**config.mk**
```make
export PLATFORM = sky130hd
export DESIGN_NAME = serial_to_parallel
export DESIGN_NICKNAME = d
export VERILOG_FILES = /design/src/rtl/s2p_pkg.sv /design/src/rtl/stream_hold_reg.sv /design/src/rtl/serial_to_parallel.sv
export SDC_FILE = /design/constraint.sdc
export NUM_CORES = 1
export LEC_CHECK = 0
export CORE_MARGIN = 2
export CORE_UTILIZATION = 51
export CTS_CLUSTER_DIAMETER = 30
export DETAILED_ROUTE_END_ITERATION = 12
export PLACE_DENSITY_LB_ADDON = 0.2
export SLEW_MARGIN = 15
export SYNTH_ARGS = -nofsm -noshare
export SYNTH_HDL_FRONTEND = slang
export SYNTH_HIERARCHICAL = 1
export SYNTH_SLANG_ARGS = --single-unit
```
**constraint.sdc**
```tcl
create_clock -name clk -period 1.15 [get_ports clk]
set_input_delay 0.23 -clock clk [delete_from_list [all_inputs] [get_ports clk]]
set_output_delay 0.23 -clock clk [all_outputs]
set_load 0.01 [all_outputs]
```
**src/rtl/s2p_pkg.sv**
```systemverilog
// Shared types and constants for the serial/parallel converter pair.
package s2p_pkg;

  typedef enum logic {
    IDLE  = 1'b0,
    SHIFT = 1'b1
  } state_t;

  // The transmitter uses the same default so both ends agree on the word size.
  localparam int DEFAULT_DATA_WIDTH = 8;

  function automatic int cnt_w(input int width);
    return $clog2(width);
  endfunction

endpackage

```
**src/rtl/stream_hold_reg.sv**
```systemverilog
// One-word valid/ready holding register. A new word is dropped when the register is
// full and not being drained, which raises a one-cycle overflow pulse.
module stream_hold_reg #(
  parameter int WIDTH = 8
) (
  input  logic             clk,
  input  logic             rst,
  input  logic [WIDTH-1:0] word,
  input  logic             word_valid,
  output logic [WIDTH-1:0] data,
  output logic             valid,
  input  logic             ready,
  output logic             overflow
);

  // Draining and refilling in the same cycle keeps valid high with no bubble.
  always_ff @(posedge clk) begin
    if (rst) begin
      data     <= '0;
      valid    <= 1'b0;
      overflow <= 1'b0;
    end else begin
      overflow <= 1'b0;
      if (word_valid) begin
        if (!valid || ready) begin
          data  <= word;
          valid <= 1'b1;
        end else begin
          overflow <= 1'b1;
        end
      end else if (valid && ready) begin
        valid <= 1'b0;
      end
    end
  end

endmodule

```
**src/rtl/serial_to_parallel.sv**
```systemverilog
// Serial-to-parallel receiver: assembles qualified serial bits into words and
// presents them through a one-word valid/ready holding register.
module serial_to_parallel
  import s2p_pkg::*;
#(
  parameter int DATA_WIDTH = DEFAULT_DATA_WIDTH,
  parameter int LSB_FIRST  = 1
) (
  input  logic                  clk,
  input  logic                  rst,
  input  logic                  ser_din,
  input  logic                  ser_valid,
  output logic [DATA_WIDTH-1:0] par_dout,
  output logic                  par_valid,
  input  logic                  par_ready,
  output logic                  frame_err,
  output logic                  overflow
);

  localparam int CNT_W = cnt_w(DATA_WIDTH);
  localparam logic [CNT_W-1:0] LAST_CNT = CNT_W'(DATA_WIDTH - 1);

  state_t                state;
  state_t                next_state;
  logic [CNT_W-1:0]      cnt;
  logic [CNT_W-1:0]      cnt_next;
  logic [DATA_WIDTH-1:0] shreg;
  logic [DATA_WIDTH-1:0] shreg_next;
  logic                  word_done;
  logic                  partial_drop;
  logic                  word_done_q;

  always_ff @(posedge clk) begin
    if (rst) begin
      state <= IDLE;
    end else begin
      state <= next_state;
    end
  end

  always_comb begin
    next_state = state;
    case (state)
      IDLE: begin
        if (ser_valid) next_state = SHIFT;
      end
      SHIFT: begin
        if (!ser_valid || cnt == LAST_CNT) next_state = IDLE;
      end
      default: next_state = IDLE;
    endcase
  end

  // A dropped qualifier inside a word discards whatever has been collected so far.
  always_comb begin
    word_done    = (state == SHIFT) && ser_valid && (cnt == LAST_CNT);
    partial_drop = (state == SHIFT) && !ser_valid;
    cnt_next     = cnt;
    shreg_next   = shreg;
    if (word_done || !ser_valid) begin
      cnt_next = '0;
    end else begin
      cnt_next = cnt + 1'b1;
    end
    if (ser_valid) begin
      if (LSB_FIRST != 0) begin
        shreg_next = {ser_din, shreg[DATA_WIDTH-1:1]};
      end else begin
        shreg_next = {shreg[DATA_WIDTH-2:0], ser_din};
      end
    end else if (partial_drop) begin
      shreg_next = '0;
    end
  end

  always_ff @(posedge clk) begin
    if (rst) begin
      cnt         <= '0;
      shreg       <= '0;
      word_done_q <= 1'b0;
      frame_err   <= 1'b0;
    end else begin
      cnt         <= cnt_next;
      shreg       <= shreg_next;
      word_done_q <= word_done;
      frame_err   <= partial_drop;
    end
  end

  // shreg still holds the finished word during the cycle word_done_q is high,
  // even when the next word's first bit is shifting in at the same edge.
  stream_hold_reg #(
    .WIDTH(DATA_WIDTH)
  ) u_hold (
    .clk       (clk),
    .rst       (rst),
    .word      (shreg),
    .word_valid(word_done_q),
    .data      (par_dout),
    .valid     (par_valid),
    .ready     (par_ready),
    .overflow  (overflow)
  );

endmodule

```
Word-level counts from Yosys, hierarchy flattened:

Index checks and enable logic that the tools add are counted.

* add/sub/neg operators: 1
* multiply operators: 0
* div/mod/pow operators: 0
* $lt $le $gt $ge: 0
* equality and inequality tests: 2
* shifts and indexed selects: 0
* multiplexer cells: 9
* bitwise operators: 2
* reduce and logical (&&, ||, !) cells: 15

Operators with widths (number)
* $mux W8: 2
* $mux W1: 6
* $logic_and A1 B1 Y1: 4
* $reduce_and A2 Y1: 2
* $reduce_bool A2 Y1: 2
* $reduce_or A2 Y1: 2
* $add A3 B1 Y3 const B: 1
* $eq A3 B3 Y1 const B: 1
* $logic_or A1 B1 Y1: 3
* $logic_not A1 Y1: 2
* $ne A2 B1 Y1 const B: 1
* $not A1 Y1: 2
* $pmux W1 S2: 1

* bits in registers: 24
* bits in latches: 0
* RAM bits: 0
* bits in read-only memories: 0
* input port bits: 5
* output and inout port bits: 11
* word-level logic and storage cells: 37
* memories: 0

Longest topological paths before layout:

Gate-level depths: netlist (run 1).

* depth after elaboration: 4
* depth in mapped cells: 4
* depth with buffers taken out: 4

Cells and area by module:

The synthesis (run 1) kept the hierarchy.

By module, submodules not included
* serial_to_parallel: instances 1, cells an instance 53, area each 576.8 um2, sequential area each 280.3 um2
* stream_hold_reg: instances 1, cells an instance 41, area each 436.7 um2, sequential area each 200.2 um2

Least setup slack after synthesis (run 1):

No wires, ideal clock.

* path kind: register -> register
* start: register cnt[0]
* end: register cnt[0]
* library setup time: 80 ps
* arrival time: 897 ps
* data required time: 1070 ps
* setup slack: 173 ps
* cell stages (with the launch flop): 5
* path buffers: 0
* clock period less this slack: 977 ps
* cell sequence: dfxtp_1 ha_1 ha_1 nand2_1 nor3b_1

* word-level cells in the longest chain between the ends: 4
* elaborated cells between the ends (all ways): 5
* those cells by class: 1 x add/sub; 1 x eq/ne; 3 x reduce/logical

RTL lines
* start, declared: RTL line serial_to_parallel.sv:25 `logic [CNT_W-1:0] cnt;`
* start signal, assigned: RTL line serial_to_parallel.sv:83 `cnt <= cnt_next;`
* $eq A3 B3 Y1: RTL line serial_to_parallel.sv:56 `word_done = (state == SHIFT) && ser_valid && (cnt == LAST_CNT);`
* $logic_and A1 B1 Y1: RTL line serial_to_parallel.sv:56
* $logic_or A1 B1 Y1: RTL line serial_to_parallel.sv:60 `if (word_done || !ser_valid) begin`
* $reduce_or A2 Y1 (no line)

Several ways; a longest one is shown, not always the timed one.
A chain may end at the register's enable or synchronous reset.

Worst setup path after layout (run 1):

* start: register u_hold.data[4]
* end: output par_dout[4]

RTL lines
* start, declared: RTL line stream_hold_reg.sv:10 `output logic [WIDTH-1:0] data,`
* start signal, assigned: RTL line stream_hold_reg.sv:26 `data <= word;`
* end, declared: RTL line serial_to_parallel.sv:13 `output logic [DATA_WIDTH-1:0] par_dout,`

No word-level cell between the ends.

==> impl_table.tex, run 1 <==
\begin{tabular}{lr}
\hline
Metric & Value \\
\hline
\multicolumn{2}{l}{\textbf{Status}} \\
\quad Run status & completed \\
\multicolumn{2}{l}{\textbf{Timing}} \\
\quad Max Slew Vio Count & 0 \\
\quad Worst relative slew slack & 70.94\% \\
\quad Hold Violations, Final & 0 \\
\quad Maximum operating frequency & 903.7 MHz \\
\quad Clock Skew & 0.006809 ns \\
\quad Min cycle time layout & 1.107 ns \\
\quad Share of the clock period used by the worst path after layout & 96.22\% \\
\quad Actual slew at the worst max-slew pin & 0.4360 ns \\
\quad Sum Neg Setup Slack & 0 ns \\
\quad Final setup violating endpoints & 0 \\
\multicolumn{2}{l}{\textbf{Global routing}} \\
\quad Pin count of the biggest net entering global routing & 20 \\
\quad Via count of the first global-routing pass & 680 \\
\quad Number of antenna violations at the first check in global routing & 0 \\
\quad Gr ovfl total & 0 \\
\quad Wire length of the first global-routing pass & 2946 um \\
\quad Global Route Usage Sum & 16.04\% \\
\multicolumn{2}{l}{\textbf{Yosys}} \\
\quad Number of storage elements in the synthesis netlist & 24 \\
\quad Net count after synthesis & 101 \\
\quad Yosys warns & 6 \\
\quad Post-Synthesis Mean Instance Area & 10.78 um\^{}2 \\
\quad Mapped cell area & 1013 um\^{}2 \\
\quad Count of cell types in the netlist & 20 \\
\quad Largest area contributor in the synthesized netlist & sky130\_fd\_sc\_hd\_\_dfxtp\_1 \\
\quad Sequential element share of the synthesized area & 47.41\% \\
\quad Top-area cell type share of the netlist area & 47.41\% \\
\quad Dominant cells by area after synthesis & sky130\_fd\_sc\_hd\_\_dfxtp\_1, sky130\_fd\_sc\_hd\_\_o32ai\_2, sky130\_fd\_sc\_hd\_\_nand2b\_1 \\
\quad Number of cells produced by synthesis & 94 \\
\multicolumn{2}{l}{\textbf{Critical path}} \\
\quad Required arrival time at the worst endpoint & 0.92 ns \\
\quad Slowest Stage Delay on Critical Path & 0.35 ns \\
\quad Depth of the worst register-to-register path & 2 \\
\quad Setup slack of the worst register-to-register path & 0.06 ns \\
\quad Delay-heaviest family, CP & flip-flops \\
\quad Worst-path cell chain & clkdlybuf4s15\_2 \\
\quad Setup crit end kind & output pin \\
\quad Endpoint of the lowest-slack register-to-register path & shreg[6]\$\_SDFFE\_PP0P\_ \\
\quad Data arrival time of the critical path & 0.88 ns \\
\quad Startpoint type of the worst setup path & register \\
\quad CP Max Fanout & 2 \\
\quad Buffers plus inverters on the worst setup path & 1 \\
\quad FF-to-FF Start & state\$\_SDFF\_PP0\_ \\
\quad Critical path type & reg2out \\
\quad Worst path slowest cell & sky130\_fd\_sc\_hd\_\_dfxtp\_2 \\
\multicolumn{2}{l}{\textbf{Hold path}} \\
\quad Cells on Worst Hold Path & 1 \\
\quad Hold Path Origin & cnt[0]\$\_SDFF\_PP0\_ \\
\quad Worst hold-check path type & reg2reg \\
\quad Endpoint with the worst hold slack & cnt[0]\$\_SDFF\_PP0\_ \\
\multicolumn{2}{l}{\textbf{Clocking}} \\
\quad Clock Path Buffers & 2 \\
\quad Count of H-tree levels built during CTS & 1 \\
\quad Number of clock sinks & 24 \\
\quad Post-CTS Hold Buffers & 0 \\
\quad Clock transition at the register clock pins on the worst setup and hold paths after CTS & 0.12 ns \\
\quad Clock tree from TritonCTS & built \\
\quad Clock tree root buffer cell & sky130\_fd\_sc\_hd\_\_clkbuf\_4 \\
\quad Skew-Pair Late Insertion Delay & 0.31 ns \\
\quad Number of buffers created by CTS & 3 \\
\multicolumn{2}{l}{\textbf{Pwr}} \\
\quad Fraction of power spent switching nets & 22.18\% \\
\quad Gate power share & 7.2\% \\
\quad Cell-internal power & 0.001010 W \\
\quad Worst VDD drop & 0.7346 mV \\
\quad P per Cell Area & 1066 nW/um\^{}2 \\
\quad Leakage Power & 0.4377 nW \\
\quad Total net switching power & 0.0002878 W \\
\quad Sequential power share & 65.4\% \\
\quad Clock share of power & 27.4\% \\
\multicolumn{2}{l}{\textbf{Cells and area}} \\
\quad Number of non-filler instances in the completed layout & 141 \\
\quad Sequential cell area & 486.7 um\^{}2 \\
\quad Area occupied by multi-input gates & 460.4 um\^{}2 \\
\quad Proportion of layout cells with a drive suffix above 1 & 31.58\% \\
\quad Final \#Nets & 123 \\
\quad Commonest non-fill, non-tap cell in the layout & sky130\_fd\_sc\_hd\_\_dfxtp\_1 \\
\quad Layout-stage area growth over the synthesis result & 20.12\% \\
\quad Number of inserted diodes & 0 \\
\quad Fill cell total of the finished layout & 179 \\
\quad Leading cell types in the layout, fill and taps excluded & sky130\_fd\_sc\_hd\_\_dfxtp\_1, sky130\_fd\_sc\_hd\_\_nand2b\_1, sky130\_fd\_sc\_hd\_\_nand2\_1, sky130\_fd\_sc\_hd\_\_mux2i\_1 \\
\multicolumn{2}{l}{\textbf{Floorplan}} \\
\quad Die outline width & 48.58 um \\
\quad Placeable Area & 1922 um\^{}2 \\
\quad Vertical die dimension & 48.58 um \\
\quad DIE AREA & 2360 um\^{}2 \\
\quad Std-Cell Rows & 16 \\
\quad Initial standard-cell utilization of the core & 52.73\% \\
\quad Number of I/O pins & 16 \\
\multicolumn{2}{l}{\textbf{Detailed routing}} \\
\quad Final Routed Wirelength & 1677 um \\
\quad Remaining routing DRC violations & 0 \\
\quad Vias per inst & 4.887 \\
\quad Via count of the routed design & 689 \\
\quad Detail-routed net length per standard cell & 11.89 um \\
\quad First drt pass iteration count & 4 \\
\quad First-iteration detailed-routing DRC count & 10 \\
\quad Count of nets left with antenna violations after detail routing & 0 \\
\multicolumn{2}{l}{\textbf{Flow run}} \\
\quad \# Max-Cap Violations & 0 \\
\multicolumn{2}{l}{\textbf{Placed design}} \\
\quad Placed instance count & 137 \\
\quad RePlAce Congestion & 0.6765 \\
\quad Port Buf Inserts & 15 \\
\hline
\end{tabular}
timing repair:
| action | in CTS | in global routing |
|---|---|---|
| setup endpoints to repair | 11 | 12 |
| resized for setup | 23 | 15 |
| buffers inserted | 0 | 1 |
| pin swaps | 0 | 0 |
| gates cloned | 0 | 0 |
routing by layer:
metal,part of all wire (%),vias up,global-route usage [%]
li1,-,352,-
met1,45,320,19.72
met2,49,13,26.16
met3,3.5,4,3.704
met4,2.1,0,8.571
met5,0,-,0
registers in the layout, indices dropped and copies added, names as in the netlist:
register / flops
shreg: 8
u_hold/data: 8
cnt: 3
frame_err: 1
state: 1
u_hold/overflow: 1
u_hold/valid: 1
word_done_q: 1
layout make-up:
cell class	count	area share [%]
tap	27	2.775
sequential	24	39.98
multi-input combinational	56	37.82
clock buffer	3	1.850
timing repair buffer	23	15.11
inverter	8	2.467
cell families after synthesis:
logic type	count (synthesis)	synth area share, %
and+or+nand+nor	35	20.37
DFF	24	47.41
buffers and inverters	14	7.654
AOI/OAI and AO/OA	11	14.20
muxes	8	7.902
adders and majority gates	2	2.469
power groups by stage:
stage,combinational [W],clock (W),sequential (W)
after floorplan,0.0000633,0,0.000865
after global placement,0.0000908,0,0.000866
after detailed placement,0.0000938,0,0.000867
after CTS,0.0000932,0.000373,0.000848
after global routing,0.000103,0.000403,0.000849
final,0.0000941,0.000355,0.000848
synth_stat cells (all sizes together):
| cell type | number |
|---|---|
| dfxtp | 24 |
| nand2b | 18 |
| inv | 8 |
| mux2i | 8 |
| nand2 | 8 |
| o32ai | 7 |
| buf | 6 |
| a21oi | 2 |
| and3 | 2 |
| ha | 2 |
| nor2 | 2 |
| nor3b | 2 |
| a21boi | 1 |
| nor2b | 1 |
| nor4bb | 1 |
| o2bb2ai | 1 |
| or2 | 1 |
per-stage QoR:
step	hold slack (ns)	setup WS, ns	area (um^2)	power, W	utilization (%)
2_1_floorplan	0.2999	0.1734	1013	0.0009281	-
3_3_place_gp	0.4218	-0.1951	1215	0.0009571	63.22
3_5_place_dp	0.4208	-0.2519	1215	0.0009604	63.22
4_1_cts	0.4385	0.001355	1239	0.001315	64.45
5_1_grt	0.4813	-0.0005952	1217	0.001356	63.35
6_report	0.4488	0.04345	1217	0.001297	63.35
worst max-delay path by stage:
stage	from	to	cells past startpoint
after floorplan	cnt[0]$_SDFF_PP0_	cnt[0]$_SDFF_PP0_	4
after global placement	rst	shreg[0]$_SDFFE_PP0P_	3
after detailed placement	rst	shreg[6]$_SDFFE_PP0P_	3
after CTS	u_hold/valid$_SDFFE_PP0P_	par_valid	1
after global routing	u_hold/data[0]$_SDFFE_PP0P_	par_dout[0]	1
final	u_hold/data[4]$_SDFFE_PP0P_	par_dout[4]	1
(Power assumes the default switching activity.)
==> run 2, diff against run 1 <==
--- a/config.mk
+++ b/config.mk
@@ -5,7 +5,6 @@
 export SDC_FILE = /design/constraint.sdc
 export NUM_CORES = 1
 export LEC_CHECK = 0
-export CORE_MARGIN = 2
 export CORE_UTILIZATION = 51
 export CTS_CLUSTER_DIAMETER = 30
 export DETAILED_ROUTE_END_ITERATION = 12
==> run 2 against run 1 <==
Total power rose by 21%. Critical path depth did not move. Sequential share of layout area fell by 1.9 points. Hold slack got worse by 0.0035 ns. Routed wire length rose by 1.7%. Clock skew fell by 0.0033 ns. Cell count rose by 1.4%. Maximum frequency fell by 0.68%. Highest routed layer unchanged. Clock power rose by 72%. Via count rose by 4.1%.
==> impl_table.tex, run 2 (same netlist as run 1, synthesis figures left out) <==
\begin{tabular}{lr}
\hline
Metric & Value \\
\hline
\multicolumn{2}{l}{\textbf{Status}} \\
\quad Run status & completed (unchanged) \\
\multicolumn{2}{l}{\textbf{Detailed routing}} \\
\quad Vias per inst & 5.014 (was 4.887) \\
\quad Final Routed Wirelength & 1705 um (was 1677 um) \\
\quad First drt pass iteration count & 4 (unchanged) \\
\quad Detail-routed net length per standard cell & 11.92 um (was 11.89 um) \\
\quad Remaining routing DRC violations & 0 (unchanged) \\
\quad Count of nets left with antenna violations after detail routing & 0 (unchanged) \\
\quad First-iteration detailed-routing DRC count & 11 (was 10) \\
\quad Via count of the routed design & 717 (was 689) \\
\multicolumn{2}{l}{\textbf{Placed design}} \\
\quad Post-DP Area & 1240 um\^{}2 (was 1215 um\^{}2) \\
\quad RePlAce Congestion & 0.7203 (was 0.6765) \\
\quad Port Buf Inserts & 15 (unchanged) \\
\quad Detailed Place HPWL & 1196 um \\
\multicolumn{2}{l}{\textbf{Timing}} \\
\quad Min cycle time layout & 1.114 ns (was 1.107 ns) \\
\quad Unrepaired setup endpoints after global routing & no \\
\quad Max Slew Vio Count & 0 (unchanged) \\
\quad Actual slew at the worst max-slew pin & 0.1863 ns (was 0.4360 ns) \\
\quad Worst relative slew slack & 87.40\% (was 70.94\%) \\
\quad Final setup violating endpoints & 0 (unchanged) \\
\quad Maximum operating frequency & 897.6 MHz (was 903.7 MHz) \\
\quad Share of the clock period used by the worst path after layout & 96.88\% (was 96.22\%) \\
\quad Clock Skew & 0.003487 ns (was 0.006809 ns) \\
\quad Hold Violations, Final & 0 (unchanged) \\
\multicolumn{2}{l}{\textbf{Critical path}} \\
\quad Worst-path cell chain & clkdlybuf4s15\_2 (unchanged) \\
\quad Setup crit end kind & output pin (unchanged) \\
\quad CP Max Fanout & 2 (unchanged) \\
\quad Delay-heaviest family, CP & flip-flops (unchanged) \\
\quad Startpoint type of the worst setup path & register (unchanged) \\
\quad Data arrival time of the critical path & 0.88 ns (about the same) \\
\quad Required arrival time at the worst endpoint & 0.92 ns (about the same) \\
\quad Slowest Stage Delay on Critical Path & 0.36 ns (was 0.35 ns) \\
\quad Critical path type & reg2out (unchanged) \\
\quad Buffers plus inverters on the worst setup path & 1 (unchanged) \\
\quad Worst path slowest cell & sky130\_fd\_sc\_hd\_\_dfxtp\_2 (unchanged) \\
\multicolumn{2}{l}{\textbf{Pwr}} \\
\quad Sequential power share & 54.2\% (was 65.4\%) \\
\quad P per Cell Area & 1222 nW/um\^{}2 (was 1066 nW/um\^{}2) \\
\quad Gate power share & 6.7\% (was 7.2\%) \\
\quad Cell-internal power & 0.001249 W (was 0.001010 W) \\
\quad Worst VDD drop & 0.7165 mV (was 0.7346 mV) \\
\quad Total net switching power & 0.0003146 W (was 0.0002878 W) \\
\quad Clock share of power & 39.1\% (was 27.4\%) \\
\quad Fraction of power spent switching nets & 20.12\% (was 22.18\%) \\
\quad Leakage Power & 0.4708 nW (was 0.4377 nW) \\
\quad Total design power & 0.001564 W (was 0.001297 W) \\
\multicolumn{2}{l}{\textbf{Global routing}} \\
\quad Number of antenna violations at the first check in global routing & 0 (unchanged) \\
\quad Gr ovfl total & 0 (unchanged) \\
\quad Pin count of the biggest net entering global routing & 16 (was 20) \\
\quad Wire length of the first global-routing pass & 2732 um (was 2946 um) \\
\quad Via count of the first global-routing pass & 644 (was 680) \\
\quad Global Route Usage Sum & 18.17\% (was 16.04\%) \\
\multicolumn{2}{l}{\textbf{Hold path}} \\
\quad Worst hold-check path type & reg2reg (unchanged) \\
\multicolumn{2}{l}{\textbf{Floorplan}} \\
\quad Die outline width & 46.58 um (was 48.58 um) \\
\quad Initial standard-cell utilization of the core & 56.25\% (was 52.73\%) \\
\quad Std-Cell Rows & 15 (was 16) \\
\quad DIE AREA & 2170 um\^{}2 (was 2360 um\^{}2) \\
\quad Placeable Area & 1802 um\^{}2 (was 1922 um\^{}2) \\
\quad Vertical die dimension & 46.58 um (was 48.58 um) \\
\quad Number of I/O pins & 16 (unchanged) \\
\multicolumn{2}{l}{\textbf{Cells and area}} \\
\quad Regs by FF count & shreg (8), u\_hold/data (8), cnt (3) (unchanged) \\
\quad Leading cell types in the layout, fill and taps excluded & sky130\_fd\_sc\_hd\_\_nand2b\_1, sky130\_fd\_sc\_hd\_\_dfxtp\_1, sky130\_fd\_sc\_hd\_\_buf\_4, sky130\_fd\_sc\_hd\_\_nand2\_1, sky130\_fd\_sc\_hd\_\_mux2i\_1 (was sky130\_fd\_sc\_hd\_\_dfxtp\_1, sky130\_fd\_sc\_hd\_\_nand2b\_1, sky130\_fd\_sc\_hd\_\_nand2\_1, sky130\_fd\_sc\_hd\_\_mux2i\_1) \\
\quad Layout-stage area growth over the synthesis result & 26.30\% (was 20.12\%) \\
\quad Post-layout instance area & 1280 um\^{}2 (was 1217 um\^{}2) \\
\quad Final \#Nets & 126 (was 123) \\
\quad Proportion of layout cells with a drive suffix above 1 & 35.59\% (was 31.58\%) \\
\quad Number of inserted diodes & 0 (unchanged) \\
\multicolumn{2}{l}{\textbf{Clocking}} \\
\quad Count of H-tree levels built during CTS & 1 (unchanged) \\
\quad Number of clock sinks & 24 (unchanged) \\
\quad Clock Path Buffers & 2 (unchanged) \\
\quad Clock tree from TritonCTS & built (unchanged) \\
\quad Clock transition at the register clock pins on the worst setup and hold paths after CTS & 0.13 ns (was 0.12 ns) \\
\quad Clock tree root buffer cell & sky130\_fd\_sc\_hd\_\_clkbuf\_4 (unchanged) \\
\quad Number of buffers created by CTS & 3 (unchanged) \\
\quad Post-CTS Hold Buffers & 0 (unchanged) \\
\quad Skew-Pair Late Insertion Delay & 0.32 ns (was 0.31 ns) \\
\multicolumn{2}{l}{\textbf{Flow run}} \\
\quad \# Max-Cap Violations & 0 (unchanged) \\
\hline
\end{tabular}
[run 2: what timing repair did]
item,in CTS,in global routing
cloned,0,0
resized for setup,28,13
buffers inserted,0,2
endpoints found under the setup margin,11,14
[run 2: through the flow]
| step | utilization, % | setup TNS (ns) | std cells | hold WS, ns | setup WS, ns |
|---|---|---|---|---|---|
| finish | 71.04 | 0 | 143 | 0.4453 | 0.03592 |
| global route | 71.04 | 0 | 143 | 0.4657 | 0.0008596 |
| CTS | 72.15 | 0 | 141 | 0.4510 | 0.003096 |
| detailed placement | 68.82 | -4.889 | 137 | 0.4321 | -0.3078 |
| global placement | 68.82 | -4.156 | 137 | 0.4173 | -0.2466 |
| floorplan | - | 0 | 94 | 0.2999 | 0.1734 |
[run 2: routing by layer]
| layer | up-vias | track usage [%] | wire, um |
|---|---|---|---|
| li1 | 358 | - | - |
| met2 | 11 | 30.83 | 823 |
| met4 | 0 | 8.824 | 27 |
| met5 | - | 0 | 0 |
| met1 | 344 | 21.53 | 807 |
| met3 | 4 | 3.529 | 47 |
[run 2: power by group through the flow]
stage / clock network, W / registers (W) / logic (W)
5_1_grt: 0.000654 / 0.000850 / 0.000115
6_report: 0.000611 / 0.000848 / 0.000105
4_1_cts: 0.000624 / 0.000848 / 0.000104
3_3_place_gp: 0 / 0.000867 / 0.000101
3_5_place_dp: 0 / 0.000867 / 0.000103
2_1_floorplan: 0 / 0.000865 / 0.0000633
[run 2: cell type report]
cell class | count | area [um^2]
Fill cell | 146 | 521.8
Clock inverter | 1 | 30.03
Tap cell | 25 | 31.28
Clock buffer | 3 | 22.52
Multi-Input combinational cell | 56 | 457.9
Inverter | 8 | 30.03
Timing Repair Buffer | 26 | 220.2
Sequential cell | 24 | 488.0
[run 2: worst paths after layout]
check                                                 start           endpoint  slack, ns  depth (start not counted)
worst max-delay path            u_hold/data[3]$_SDFFE_PP0P_        par_dout[3]       0.04                          1
worst min-delay path                      cnt[0]$_SDFF_PP0_  cnt[0]$_SDFF_PP0_       0.45                          1
worst max register to register            cnt[0]$_SDFF_PP0_  cnt[0]$_SDFF_PP0_       0.07                          4
worst min register to register            cnt[0]$_SDFF_PP0_  cnt[0]$_SDFF_PP0_       0.45                          1
